**config.mk**
```make
export PLATFORM = sky130hd
export DESIGN_NAME = axicb_grant_tracker
export DESIGN_NICKNAME = d
export VERILOG_FILES = /design/src/rtl/axicb_pkg.sv /design/src/rtl/axicb_grant_fifo.sv /design/src/rtl/axicb_grant_tracker.sv
export SDC_FILE = /design/constraint.sdc
export NUM_CORES = 1
export LEC_CHECK = 0
export ABC_AREA = 1
export CORE_ASPECT_RATIO = 1.2
export CORE_MARGIN = 1.5
export CORE_UTILIZATION = 58
export CTS_CLUSTER_DIAMETER = 150
export DETAILED_ROUTE_END_ITERATION = 7
export GPL_ROUTABILITY_DRIVEN = 0
export PLACE_DENSITY = 0.88
export SLEW_MARGIN = 20
export SYNTH_ARGS = -nofsm -noshare
export SYNTH_HDL_FRONTEND = slang
export SYNTH_SLANG_ARGS = --single-unit
```
**constraint.sdc**
```tcl
create_clock -name aclk -period 4.3 [get_ports aclk]
set_input_delay 0.645 -clock aclk [delete_from_list [all_inputs] [get_ports aclk]]
set_output_delay 0.645 -clock aclk [all_outputs]
set_load 0.01 [all_outputs]
```
**src/rtl/axicb_pkg.sv**
```systemverilog
// Shared types and helpers for the crossbar grant-tracking logic.
package axicb_pkg;

    // Widest grant vector the encoder handles (REQ_NB is limited to 16).
    localparam int ONEHOT_MAX = 16;

    typedef struct packed {
        logic       valid;  // exactly one bit was set
        logic [3:0] idx;    // position of the lowest set bit
    } onehot_idx_t;

    // Width of a stored requester index; a single requester still needs one bit.
    function automatic int idx_width(input int n);
        return (n <= 1) ? 1 : $clog2(n);
    endfunction

    // Encode a one-hot vector. The lowest set bit wins, so a malformed grant
    // still maps to a deterministic requester.
    function automatic onehot_idx_t onehot_to_idx(input logic [ONEHOT_MAX-1:0] vec);
        onehot_idx_t res;
        int          ones;
        res.idx = '0;
        ones    = 0;
        for (int i = ONEHOT_MAX - 1; i >= 0; i--) begin
            if (vec[i]) begin
                res.idx = 4'(i);
                ones++;
            end
        end
        res.valid = (ones == 1);
        return res;
    endfunction

endpackage

```
**src/rtl/axicb_grant_fifo.sv**
```systemverilog
// DEPTH x WIDTH synchronous fifo holding granted requester indices in grant order.
// Fullness is tracked with an occupancy counter, so the pointers can simply wrap.
module axicb_grant_fifo
    import axicb_pkg::*;
#(
    parameter int DEPTH = 8,
    parameter int WIDTH = 2
) (
    input  logic                     aclk,
    input  logic                     srst,
    input  logic                     push_i,
    input  logic [WIDTH-1:0]         data_i,
    input  logic                     pop_i,
    output logic [WIDTH-1:0]         head_o,
    output logic [$clog2(DEPTH):0]   count_o,
    output logic                     full_o,
    output logic                     empty_o
);

    localparam int PTR_W = $clog2(DEPTH);
    localparam int CNT_W = PTR_W + 1;

    logic [WIDTH-1:0] mem_q [DEPTH];
    logic [PTR_W-1:0] wr_ptr_q, wr_ptr_d;
    logic [PTR_W-1:0] rd_ptr_q, rd_ptr_d;
    logic [CNT_W-1:0] count_q, count_d;
    logic             do_push, do_pop;

    assign full_o  = (count_q == CNT_W'(DEPTH));
    assign empty_o = (count_q == '0);
    assign do_push = push_i & ~full_o;
    assign do_pop  = pop_i & ~empty_o;
    assign head_o  = mem_q[rd_ptr_q];
    assign count_o = count_q;

    // Next-state for pointers and occupancy; push and pop together leave the count alone.
    always_comb begin
        // NOTE: every always_comb output gets a default first so no path can infer a latch.
        wr_ptr_d = wr_ptr_q;
        rd_ptr_d = rd_ptr_q;
        count_d  = count_q;
        if (do_push) wr_ptr_d = wr_ptr_q + PTR_W'(1);
        if (do_pop)  rd_ptr_d = rd_ptr_q + PTR_W'(1);
        case ({do_push, do_pop})
            2'b10:   count_d = count_q + CNT_W'(1);
            2'b01:   count_d = count_q - CNT_W'(1);
            default: count_d = count_q;
        endcase
    end

    // Pointer and counter registers with synchronous reset.
    always_ff @(posedge aclk) begin
        // NOTE: sequential state uses non-blocking assignments so all registers update together.
        if (srst) begin
            wr_ptr_q <= '0;
            rd_ptr_q <= '0;
            count_q  <= '0;
        end else begin
            wr_ptr_q <= wr_ptr_d;
            rd_ptr_q <= rd_ptr_d;
            count_q  <= count_d;
        end
    end

    // Storage array write port.
    always_ff @(posedge aclk) begin
        // NOTE: the array is deliberately not reset; the counter alone says which entries are live.
        if (do_push) mem_q[wr_ptr_q] <= data_i;
    end

endmodule

```
**src/rtl/axicb_grant_tracker.sv**
```systemverilog
// Records arbiter grants in order and steers slave responses back to the
// requester that owns the oldest outstanding grant.
module axicb_grant_tracker
    import axicb_pkg::*;
#(
    parameter int REQ_NB = 4,
    parameter int DEPTH  = 8
) (
    input  logic                     aclk,
    input  logic                     srst,
    input  logic                     grant_valid,
    input  logic [REQ_NB-1:0]        grant,
    output logic                     grant_ready,
    input  logic                     rsp_valid,
    input  logic                     rsp_last,
    output logic                     rsp_ready,
    output logic [REQ_NB-1:0]        out_valid,
    input  logic [REQ_NB-1:0]        out_ready,
    output logic [$clog2(DEPTH):0]   outstanding,
    output logic                     onehot_err
);

    localparam int IDX_W = idx_width(REQ_NB);

    logic [ONEHOT_MAX-1:0] grant_ext;
    onehot_idx_t           enc;
    logic [IDX_W-1:0]      grant_idx;
    logic [IDX_W-1:0]      head_idx;
    logic                  fifo_full, fifo_empty;
    logic                  push, pop;
    logic                  onehot_err_q;

    assign grant_ext   = ONEHOT_MAX'(grant);
    assign enc         = onehot_to_idx(grant_ext);
    assign grant_idx   = IDX_W'(enc.idx);
    assign grant_ready = ~fifo_full;
    assign push        = grant_valid & grant_ready;
    // rsp_ready is already forced low when empty, so no pop can occur then.
    assign pop         = rsp_valid & rsp_ready & rsp_last;
    assign onehot_err  = onehot_err_q;

    axicb_grant_fifo #(
        .DEPTH (DEPTH),
        .WIDTH (IDX_W)
    ) u_fifo (
        .aclk    (aclk),
        .srst    (srst),
        .push_i  (push),
        .data_i  (grant_idx),
        .pop_i   (pop),
        .head_o  (head_idx),
        .count_o (outstanding),
        .full_o  (fifo_full),
        .empty_o (fifo_empty)
    );

    // Steer the response beat to the head requester; nothing is routed while empty.
    always_comb begin
        out_valid = '0;
        rsp_ready = 1'b0;
        if (!fifo_empty) begin
            for (int r = 0; r < REQ_NB; r++) begin
                if (head_idx == IDX_W'(r)) begin
                    out_valid[r] = rsp_valid;
                    rsp_ready    = out_ready[r];
                end
            end
        end
    end

    // Sticky malformed-grant flag, cleared only by reset.
    always_ff @(posedge aclk) begin
        if (srst)                     onehot_err_q <= 1'b0;
        else if (push && !enc.valid)  onehot_err_q <= 1'b1;
    end

endmodule
```
==> flow_summary.json, run 1 <==
{
  "crit_path_max_fanout": 9,
  "min_period_ns": 2.93,
  "cellLeakagePower_nw": 0.916,
  "drt-wirelength-per-cell_um": 10.5,
  "drv_slew": 0,
  "cpMaxStageDelayCell": "dfxtp_1",
  "die_y_um": 61.5,
  "synth.avg_cell_area_um2": 7.96,
  "r2r-end": "u_fifo.count_o[2]",
  "path_clk_slew_ns": 0.09,
  "htreeDepth": 2,
  "ir_worst_vdd_mv": 0.332,
  "yosys-top-cells-count": "nand2_1 (46), inv_1 (39), nor2_1 (21), nand3_1 (18), edfxtp_1 (16)",
  "seq_area_frac_synth_pct": 46.0,
  "cts_buffers": 5,
  "reg2reg_depth": 17,
  "dpl-instance-area_um2": 1910,
  "overflow": 0,
  "ctsResizeCount": 0,
  "drv_cap": 0,
  "stdcell_area_um2": 1980,
  "fp.coreArea_um2": 2760,
  "hp-class": "reg -> reg",
  "wl_mm": 2.86,
  "synth_async_sr_flop_share_pct": 0,
  "clk_latency_ns": 0.32,
  "crit_path_end_kind": "output port",
  "initial_core_util_pct": 60.0,
  "dp_slack_ns": 1.54,
  "cp-endpoint": "rsp_ready",
  "drive_above_1_share_pct": 6.75,
  "antenna_found_initial": 0,
  "power_density_nw_per_um2": 375,
  "syn-num-nets": 230,
  "netlist_top_cells_area": "edfxtp_1 (29%), dfxtp_1 (17%), nand2_1 (10%), inv_1 (8.8%), ha_1 (6.8%)",
  "ys_warn_count": 0,
  "worstPathCellList": "inv_8 -> nand2_1 -> nand3_1 -> nand3_1 -> nand2_1 -> nand3_1 -> nand2_2 -> nor2_4 -> nand2_1 -> inv_1 -> clkdlybuf4s50_1",
  "synth-seq-cells": 30,
  "clock_skew_ns": 0.00458,
  "detailroute.via_count": 1328,
  "drtAntennaViolNets": 0,
  "cts.sinks": 30,
  "root_buffer": "clkbuf_4",
  "finalCoreUtilization_pct": 71.8,
  "synthesis.area_um2": 1660,
  "dieArea_um2": 3180,
  "slowest_delay_ns": 0.60,
  "synth_top_cell_area_share_pct": 29.0,
  "pin_count": 24,
  "r2r_setup_slack_ns": 1.63,
  "yosysMostFrequentCell": "nand2_1",
  "fill_cells": 232,
  "n_antenna_cell": 0,
  "finalNetCount": 258,
  "fin_setup_tns_ns": 0,
  "drt_iter0_drc": 26,
  "clock.fmax_mhz": 341,
  "startpoint_type": "register",
  "worst_pin_slew_ns": 0.710,
  "setup_viol": 0,
  "synth_edf_count": 16,
  "rsz0062_at_grt": "no",
  "grt_pass1_vias": 1149,
  "clockBufferDepth": 2,
  "grt_pass1_wl_mm": 4.82,
  "vias_per_cell": 4.90,
  "syn_inst": 208,
  "final.setup.worst_slack_ns": 1.37,
  "die_w_um": 51.8,
  "port_buffers": 23,
  "row_count": 21,
  "grtUsageTotal_pct": 21.3,
  "crit_required_ns": 3.65,
  "grt_max_degree": 10,
  "firstDrtPassIters": 4,
  "cts_tree": "done",
  "ys_types": 22,
  "finalHoldViolCount": 0,
  "fin_hold_ws_ns": 0.493,
  "synth_top_area_cell": "edfxtp_1",
  "critPathKind": "reg -> out",
  "drc": 0,
  "slew_headroom_pct": 52.3,
  "min_period_over_period_pct": 68.1,
  "status": "finished, final reports clean",
  "synthToLayoutAreaGrowth_pct": 19.7,
  "dp_hpwl_mm": 2.22,
  "cts.hold.buffers_added": 0,
  "arrival_ns": 2.28,
  "synth_ff_type": "edfxtp_1",
  "post_cts_buffers": 0
}
-- routing by layer --
metal | wire [um] | track usage [%]
met5 | 0 | 0
met3 | 64 | 6.55
met2 | 1460 | 37.4
met1 | 1270 | 23.3
met4 | 63 | 11.3
-- cell families (layout without fill, tap and decap cells) --
| family | after synthesis | after routing | synth area share [%] |
|---|---|---|---|
| and+or+nand+nor | 101 | 101 | 27.4 |
| buffers and inverters | 43 | 72 | 10.7 |
| DFF | 30 | 30 | 46.0 |
| AOI/OAI and AO/OA | 18 | 18 | 5.44 |
| adders and majority gates | 9 | 9 | 6.80 |
| xor gates and xnor gates | 7 | 7 | 3.70 |
-- sequential cells by signal, summed over array words and instances (netlist names), named ones only --
signal	cells
u_fifo.wr_ptr_q	3
u_fifo.mem_q	16
onehot_err	1
u_fifo.rd_ptr_q	3
u_fifo.count_o	4
-- how the worst min path moves through the flow --
stage                            start                 end  slack [ns]  cells past startpoint
global placement            onehot_err          onehot_err        0.46                      2
floorplan           u_fifo.wr_ptr_q[0]  u_fifo.wr_ptr_q[0]        0.46                      2
detailed placement          onehot_err          onehot_err        0.48                      2
finish              u_fifo.wr_ptr_q[0]  u_fifo.wr_ptr_q[0]        0.49                      2
CTS                 u_fifo.wr_ptr_q[0]  u_fifo.wr_ptr_q[0]        0.49                      2
global route        u_fifo.wr_ptr_q[0]  u_fifo.wr_ptr_q[0]        0.52                      2
-- layout by cell type, fill, tap and decap left out, types with 7 or more instances in the layout --
| cell type | n |
|---|---|
| nand2_1 | 46 |
| inv_1 | 39 |
| a21oi_1 | 11 |
| dfxtp_1 | 14 |
| clkdlybuf4s50_1 | 23 |
| ha_1 | 9 |
| nor2_1 | 21 |
| nand3_1 | 18 |
| o21ai_0 | 7 |
| edfxtp_1 | 16 |
-- layout make-up --
cell class	instances	area, um2	area share (%)
multi-input combinational	135	718	36.2
sequential	30	761	38.4
inverter	41	161	8.14
clock inverter	1	3.75	0.189
tap	34	42.5	2.15
clock buffer	7	65.1	3.28
timing repair buffer	23	230	11.6
-- critical path: cells and delay by family (launching register included) --
family	cells	cell delay, ns
flops	1	0.60
buf+inv	3	0.64
simple gates	8	0.73
-- metrics by stage --
| step | power, W | cells |
|---|---|---|
| 4_1_cts | 0.000748 | 271 |
| 3_5_place_dp | 0.000565 | 263 |
| 5_1_grt | 0.000793 | 271 |
| 2_1_floorplan | 0.000491 | 208 |
| 3_3_place_gp | 0.000559 | 263 |
| 6_report | 0.000743 | 271 |
-- power breakdown --
group	internal, W	switching [W]
registers	0.000322	0.0000214
logic	0.0000945	0.000122
clock network	0.0000938	0.0000901
total	0.000510	0.000233
Note: power is estimated with default switching activity, not from simulation.
==> run 2, diff against run 1 <==
Settings changed: CORE_UTILIZATION 58 to 48, PLACE_DENSITY 0.88 to 0.79.
Clock period 4.3 ns to 2.4 ns, I/O delays scaled along.
==> flow_summary.json, run 2 (synthesis results as in run 1) <==
{
  "holdPathStages": 2,
  "fin_hold_ws_ns": 0.472,
  "firstDrtPassIters": 4,
  "path_clk_slew_ns": 0.06,
  "drc": 0,
  "cts_buffers": 5,
  "initial_core_util_pct": 50.0,
  "r2r_setup_slack_ns": 0.06,
  "port_buffers": 23,
  "grt_pass1_vias": 1316,
  "r2r-end": "u_fifo.count_o[2]",
  "dp_cells": 270,
  "cts.sinks": 30,
  "min_period_ns": 2.34,
  "n_antenna_cell": 0,
  "reg2reg_depth": 18,
  "largest_register_ffs": 16,
  "whs_endpoint": "onehot_err",
  "regArea_um2": 763,
  "min_period_over_period_pct": 97.5,
  "grtUsageTotal_pct": 17.2,
  "grt_max_degree": 10,
  "die_w_um": 56.6,
  "finalCoreUtilization_pct": 65.3,
  "arrival_ns": 2.51,
  "hp-class": "reg -> reg",
  "worst_pin_slew_ns": 0.442,
  "synthToLayoutAreaGrowth_pct": 30.5,
  "finalNetCount": 266,
  "die_y_um": 67.3,
  "clock_skew_ns": 0.00566,
  "power_density_nw_per_um2": 672,
  "clk_latency_ns": 0.27,
  "status": "finished, final reports clean",
  "dp_hpwl_mm": 2.22,
  "largest_register": "u_fifo.mem_q",
  "detailroute.via_count": 1383,
  "slew_headroom_pct": 70.5,
  "hp-start": "onehot_err",
  "final_cells": 282,
  "row_count": 23,
  "final_cell_mix": "nand2_1 (43), inv_1 (38), clkdlybuf4s50_1 (22)",
  "final_common_cell": "nand2_1",
  "htreeDepth": 2,
  "crit_path_max_fanout": 9,
  "drive_above_1_share_pct": 16.7,
  "startpoint_type": "register",
  "fill_cells": 281,
  "clock.fmax_mhz": 427,
  "drv_cap": 0,
  "finalHoldViolCount": 0,
  "drv_slew": 0,
  "stdcell_area_um2": 2160,
  "ir_worst_vdd_mv": 0.468,
  "antenna_found_initial": 0,
  "clockBufferDepth": 2,
  "grt_pass1_wl_mm": 5.13,
  "multi_input_area_um2": 806,
  "rsz0062_at_grt": "yes",
  "vias_per_cell": 4.90,
  "drt-wirelength-per-cell_um": 11.0,
  "dpl-instance-area_um2": 1960,
  "power_w": 0.00145,
  "crit_required_ns": 2.57,
  "cts_tree": "done",
  "drtAntennaViolNets": 0,
  "wl_mm": 3.10,
  "root_buffer": "clkbuf_8",
  "crit_path_end_kind": "register",
  "pin_count": 24,
  "fp.coreArea_um2": 3310,
  "drt_iter0_drc": 45,
  "cellLeakagePower_nw": 0.976,
  "dieArea_um2": 3810,
  "critPathKind": "reg -> reg",
  "setup_viol": 0,
  "overflow": 0
}
[run 2: metal layers]
layer  GRT usage (%)  share of wire [%]  vias to the layer above
li1                -                  -                      730
met1            17.9                 41                      620
met2            32.7                 55                       29
met3            3.45                4.0                        4
met4            8.63               0.71                        0
met5               0                  0                        -
[run 2: worst max-delay path by stage]
stage                     slack, ns  depth (start not counted)                 to     start
final                          0.06                         18  u_fifo.count_o[2]  register
after global routing          -0.06                         19  u_fifo.count_o[2]  register
after CTS                    0.0002                         19  u_fifo.count_o[2]  register
after detailed placement      -0.02                         19  u_fifo.count_o[3]  register
after global placement         0.02                         19  u_fifo.count_o[3]  register
after floorplan                0.16                         19  u_fifo.count_o[2]  register
[run 2: area by class of cell]
class,instances,area share (%)
inverters,41,7.59
well taps,37,2.14
flip-flops and latches,30,35.3
clock buffers,8,3.71
multi-input cells,135,37.3
repair buffers,31,14.0
[run 2: where the power goes]
part	leakage, nW	total, W	switching, W	internal (W)
Clock	0.0395	0.000367	0.000162	0.000205
Combinational	0.673	0.000470	0.000254	0.000216
Sequential	0.263	0.000615	0.0000368	0.000578
Total	0.976	0.00145	0.000453	0.000999
[run 2: timing repair]
action	CTS	global route
resized for setup	4	22
pin swaps	0	8
gates cloned	0	0
buffers inserted	0	4
hold endpoints to repair	0	0
setup endpoints to repair	3	5
hold buffers	0	0
[run 2: worst max-delay path, stage by stage, from the launching register on]
cell and delay [ns]:
dfxtp_2 0.34, buf_12 0.12, inv_8 0.04, nand2_1 0.06
nand3_2 0.07, nand3_1 0.10, nand2_1 0.11, nand3_2 0.08
nand2_2 0.06, nor2_4 0.13, nand3_4 0.10, inv_4 0.08
ha_4 0.16, xor2_2 0.18, ha_2 0.20, a21oi_1 0.05
xor2_1 0.16, o21ai_1 0.15, inv_1 0.06
[run 2: stage by stage]
stage               TNS, ns  worst slack (ns)
floorplan                 0             0.157
global placement          0            0.0156
detailed placement  -0.0413           -0.0242
CTS                       0          0.000188
global route         -0.115           -0.0618
finish                    0            0.0604
